**src/rtl/alu_result_mux_pipe_pkg.sv**
```systemverilog
// Shared constants and types for the ALU result selector pipeline.
// Holds result-select indices, default sizes and the skid state encoding.
package alu_result_mux_pipe_pkg;

    localparam int ALU_WIDTH       = 64;
    localparam int ALU_NUM_RESULTS = 8;

    localparam int SEL_A = 0;
    localparam int SEL_B = 1;
    localparam int SEL_C = 2;
    localparam int SEL_D = 3;
    localparam int SEL_E = 4;
    localparam int SEL_F = 5;
    localparam int SEL_G = 6;
    localparam int SEL_H = 7;

    typedef enum logic [1:0] {
        ST_EMPTY = 2'b00,
        ST_FULL  = 2'b10,
        ST_SKID  = 2'b11
    } skid_state_e;

    // State is implied by the two valid bits; skid valid dominates.
    function automatic skid_state_e skid_state(
        input logic ov,
        input logic sv
    );
        if (sv)
            return ST_SKID;
        else if (ov)
            return ST_FULL;
        else
            return ST_EMPTY;
    endfunction

endpackage

```
**src/rtl/alu_skid_buf.sv**
```systemverilog
// Generic 2-entry skid buffer: output register plus one skid slot.
// Ports: clk, rst, in_data/in_valid/in_ready, out_data/out_valid/out_ready.
module alu_skid_buf
    import alu_result_mux_pipe_pkg::*;
#(
    parameter int DW = 8
) (
    input  logic          clk,
    input  logic          rst,
    input  logic [DW-1:0] in_data,
    input  logic          in_valid,
    output logic          in_ready,
    output logic [DW-1:0] out_data,
    output logic          out_valid,
    input  logic          out_ready
);

    logic [DW-1:0] skid_q;
    logic          skid_v;
    logic          acc;
    logic          xfr;
    skid_state_e   state;

    // Ready comes straight from a flop, never from out_ready.
    assign in_ready = !skid_v;
    assign acc      = in_valid && !skid_v;
    assign xfr      = out_valid && out_ready;
    assign state    = skid_state(out_valid, skid_v);

    always_ff @(posedge clk or posedge rst) begin
        if (rst) begin
            out_data  <= '0;
            out_valid <= 1'b0;
            skid_q    <= '0;
            skid_v    <= 1'b0;
        end else begin
            unique case (state)
                ST_EMPTY: begin
                    if (acc) begin
                        out_data  <= in_data;
                        out_valid <= 1'b1;
                    end
                end
                ST_FULL: begin
                    if (acc && xfr) begin
                        out_data <= in_data;
                    end else if (acc) begin
                        skid_q <= in_data;
                        skid_v <= 1'b1;
                    end else if (xfr) begin
                        out_valid <= 1'b0;
                    end
                end
                ST_SKID: begin
                    if (xfr) begin
                        out_data <= skid_q;
                        skid_v   <= 1'b0;
                    end
                end
                default: ;
            endcase
        end
    end

endmodule

```
**src/rtl/alu_result_mux_pipe.sv**
```systemverilog
// NUM_IN-to-1 ALU result selector registered behind a skid buffer.
// Ports: clk, rst, in_data/in_sel/in_valid/in_ready,
//   out_data/out_sel_err/out_valid/out_ready, out_zero (ALU_MUX_ZERO_FLAG_EN).
module alu_result_mux_pipe
    import alu_result_mux_pipe_pkg::*;
#(
    parameter  int WIDTH  = ALU_WIDTH,
    parameter  int NUM_IN = ALU_NUM_RESULTS,
    localparam int SEL_W  = $clog2(NUM_IN)
) (
    input  logic                    clk,
    input  logic                    rst,
    input  logic [NUM_IN*WIDTH-1:0] in_data,
    input  logic [SEL_W-1:0]        in_sel,
    input  logic                    in_valid,
    output logic                    in_ready,
    output logic [WIDTH-1:0]        out_data,
    output logic                    out_sel_err,
`ifdef ALU_MUX_ZERO_FLAG_EN
    output logic                    out_zero,
`endif
    output logic                    out_valid,
    input  logic                    out_ready
);

`ifdef ALU_MUX_ZERO_FLAG_EN
    localparam int FW = 2;
`else
    localparam int FW = 1;
`endif
    localparam int DW = WIDTH + FW;

    logic [WIDTH-1:0] sel_data;
    logic             sel_err;
    logic [DW-1:0]    pl_in;
    logic [DW-1:0]    pl_out;

    // Out-of-range indices fall through with zero data and err set.
    always_comb begin
        sel_data = '0;
        sel_err  = 1'b1;
        for (int k = 0; k < NUM_IN; k++) begin
            if (in_sel == SEL_W'(k)) begin
                sel_data = in_data[k*WIDTH +: WIDTH];
                sel_err  = 1'b0;
            end
        end
    end

`ifdef ALU_MUX_ZERO_FLAG_EN
    assign pl_in    = {(sel_data == '0), sel_err, sel_data};
    assign out_zero = pl_out[WIDTH+1];
`else
    assign pl_in    = {sel_err, sel_data};
`endif
    assign out_sel_err = pl_out[WIDTH];
    assign out_data    = pl_out[WIDTH-1:0];

    alu_skid_buf #(
        .DW(DW)
    ) u_skid (
        .clk      (clk),
        .rst      (rst),
        .in_data  (pl_in),
        .in_valid (in_valid),
        .in_ready (in_ready),
        .out_data (pl_out),
        .out_valid(out_valid),
        .out_ready(out_ready)
    );

endmodule

```
**config.mk**
```make
export PLATFORM = sky130hd
export DESIGN_NAME = alu_result_mux_pipe
export DESIGN_NICKNAME = d
export VERILOG_FILES = /design/src/rtl/alu_result_mux_pipe_pkg.sv /design/src/rtl/alu_skid_buf.sv /design/src/rtl/alu_result_mux_pipe.sv
export SDC_FILE = /design/constraint.sdc
export NUM_CORES = 1
export LEC_CHECK = 0
export CAP_MARGIN = 15
export CORE_AREA = 10 10 223 225
export CTS_BUF_LIST = sky130_fd_sc_hd__clkbuf_4 sky130_fd_sc_hd__clkbuf_8
export DETAILED_ROUTE_END_ITERATION = 6
export DIE_AREA = 0 0 233 235
export MAX_ROUTING_LAYER = met4
export SKIP_CTS_REPAIR_TIMING = 1
export SLEW_MARGIN = 10
export SYNTH_ARGS = -nofsm -noshare
export SYNTH_HDL_FRONTEND = slang
export SYNTH_SLANG_ARGS = --single-unit
```
**constraint.sdc**
```tcl
create_clock -name clk -period 6.7 [get_ports clk]
set_clock_uncertainty 0.15 [all_clocks]
set_input_delay 1.005 -clock clk [delete_from_list [all_inputs] [get_ports clk]]
set_output_delay 1.005 -clock clk [all_outputs]
set_load 0.05 [all_outputs]
```
==> flow_metrics.tcl <==
set metrics [dict create \
    status "finished, final reports clean" \
    max_stage_delay_ns 0.95 \
    via_count 11058 \
    cpMaxStageDelayCell "a21oi_4" \
    synth_top_area_share_pct 34.0 \
    ys_seq_area_share_pct 34.0 \
    peakVddDrop_mv 0.215 \
    setup_slack_ns 3.12 \
    r2r_start "u_skid.skid_v" \
    grt_max_degree 89 \
    rsz0062_at_grt "false" \
    vias_per_cell 5.12 \
    synthTopCellsByArea "dfrtp_1 34%, mux2i_1 13%, a31oi_1 7.6%" \
    synthFlopType "dfrtp_1" \
    synth_area_per_cell_um2 9.31 \
    path_max_fanout 65 \
    multi_input_area_um2 5810 \
    fin_nets 2064 \
    fin_util_pct 36.2 \
    p_seq_share_pct 28.8 \
    die_w_um 233 \
    setup_tns_ns 0 \
    period_share_pct 53.4 \
    drive_gt1_share_pct 4.17 \
    critPathRequiredTime_ns 6.84 \
    syn_nets 1564 \
    synth_cells 1045 \
    fillers 4679 \
    yosysWarnings 0 \
    fmax_mhz 279 \
    leakagePower_nw 6.05 \
    pwr-share-comb_pct 56.7 \
    cts-htree-levels 4 \
    wire_per_inst_um 24.5 \
    core_area_um2 45100 \
    clk_latency_ns 0.45 \
    slew_headroom_pct 24.1 \
    p_sw_mw 2.35 \
    die-height_um 235 \
    hold_viol_final 0 \
    rows 78 \
    grt_pass1_wl_um 76400 \
    worstPathArrival_ns 3.72 \
    synth_seq_cells 132 \
    fin_crit_ns 3.58 \
    drt_iter0_drc 696 \
    dieArea_um2 54800 \
    powerDensity_nw_per_um2 316 \
    drt-pass1-iter-count 7 \
    synth_cell_types 34 \
    root_buffer "clkbuf_8" \
    drc 0 \
    crit_chain "buf_4 > inv_1 > a21oi_4 > buf_4 > a31oi_1" \
    first_global_vias 11652 \
    dpl.hpwl_um 40800 \
    io_buffer_count 585 \
    io_pins 586 \
    power.internal_mw 2.80 \
    setup_viol_count_final 0 \
    start_util_pct 21.6 \
    p_clk_share_pct 14.6 \
    regArea_um2 3300 \
    place.gp.congestion 0.836 \
    area_delta_synth_final_pct 67.6 \
    clockBufferDepth 2 \
    start_kind "input pin" \
    cp_top_family "buffers and inverters" \
    worst-path-buf-inv 3 \
    synth_edf_count 0 \
    syn-cell-area_um2 9730 \
    startpoint "out_ready" \
    worst_pin_slew_ns 1.14 \
    p_sw_share_pct 45.6 \
    end_kind "flop" \
    yosysTopAreaCell "dfrtp_1" \
    cts_num_sinks 132 \
    cts_made_buffers 17 \
    async_flop_share_pct 100 \
    antenna_left 0 \
    min_from "u_skid.skid_q[64]" \
    antenna_found_initial 5 \
    routed_wirelength_um 52800 \
    worstSetupPathType "input pin to flop" \
    cts_tree "done" \
    clk_pin_slew_ns 0.08 \
    grt_use_total_pct 19.0 \
    pre_cts_slack_ns 2.65 \
    overflow 0 \
    slew_viol_final 0 \
    maxCapViolations 0 \
    hold_path.class "flop to flop" \
    critPathMostFrequentCell "buf_4" \
]
registers in the layout (all words and copies together), names as in the netlist:
register	count
u_skid.skid_v	1
u_skid.skid_q	65
u_skid.out_data	65
u_skid.out_valid	1
routing by layer:
metal  wire length [um]  vias to the layer above  GRT usage [%]
li1                   -                     5168              -
met1              22600                     5377           23.1
met2              26300                      478           31.8
met3               3190                       35           3.99
met4                732                        0           3.94
met5                  0                        -              -
synth_stat cells (all sizes together), types with 2 or more instances:
cell and n:
dfrtp 132, mux4 5, nor2b 61, clkbuf 62, nand2 66, nor2 70, mux2i 123, o211ai 5
nand3b 5, a221o 59, a31oi 118, a21oi 9, a22oi 5, o22a 59, a2bb2oi 59, buf 57
nand2b 2, a221oi 5, a22o 7, o21ai 8, o22ai 59, a211oi 59, inv 5
worst reg2reg max path, delay by kind of cell (launching register included):
kind | cells | cell delay, ns
AOI/OAI and AO/OA | 2 | 1.08
and+or+nand+nor | 1 | 0.33
DFF | 1 | 0.48
buffers and inverters | 1 | 0.51
final cells by class:
cell class | count | area share (%)
clock inverter | 10 | 0.898
clock buffer | 21 | 1.73
antenna | 3 | 0.0460
sequential | 132 | 20.3
inverter | 5 | 0.146
timing repair buffer | 600 | 36.7
multi-input combinational | 789 | 35.6
tap | 600 | 4.60
stage by stage:
stage / hold slack, ns / total power, mW / instances / instance area (um2)
5_1_grt: 0.404 / 5.45 / 2160 / 16300
6_report: 0.364 / 5.15 / 2160 / 16300
2_1_floorplan: 0.315 / 3.25 / 1045 / 9730
3_5_place_dp: 0.346 / 4.44 / 2126 / 15900
3_3_place_gp: 0.338 / 4.37 / 2126 / 15900
4_1_cts: 0.370 / 5.20 / 2157 / 16300
cell usage in the layout, fill, tap and decap left out, types with 2 or more instances in the layout:
master             n
diode_2            3
inv_6              4
dfrtp_1          132
a31oi_1          118
nand2b_1           2
a22o_1             7
o211ai_1           5
nand3b_1           5
a211oi_1          59
nor2_1            69
a221o_1           59
nor2b_1           61
a221oi_1           5
mux4_2             5
clkbuf_8          20
clkdlybuf4s50_1  581
a2bb2oi_1         59
clkinvlp_4         4
nand2_1           65
inv_1              3
a22oi_1            5
a21oi_1            8
o21ai_0            7
bufinv_16          3
o22a_1            59
buf_4             17
mux2i_1          123
o22ai_1           59
worst paths after layout:
path	to	slack [ns]	depth (start not counted)
hold / removal	u_skid.skid_q[64]	0.36	1
setup reg to reg	u_skid.out_data[57]	4.01	4
min in group asynchronous	u_skid.skid_q[21]	0.89	2
max in group asynchronous	u_skid.skid_q[51]	4.26	3
setup / recovery	u_skid.out_data[57]	3.12	5
hold reg to reg	u_skid.skid_q[64]	0.36	1
cell families (layout without fill, tap and decap cells):
| logic type | after synthesis | after routing | synth area share [%] |
|---|---|---|---|
| muxes | 128 | 128 | 13.8 |
| AOI/OAI and AO/OA | 452 | 452 | 35.4 |
| DFF | 132 | 132 | 34.0 |
| buffers and inverters | 124 | 636 | 6.79 |
| and+or+nand+nor | 209 | 209 | 10.1 |
| other | 0 | 3 | 0 |
power groups by stage:
stage	logic [mW]	registers (mW)	clock network (mW)
2_1_floorplan	1.13	2.11	0
3_3_place_gp	2.90	1.47	0
3_5_place_dp	2.94	1.50	0
4_1_cts	2.94	1.48	0.776
5_1_grt	3.11	1.54	0.809
6_report	2.92	1.48	0.750
(Power assumes the default switching activity.)
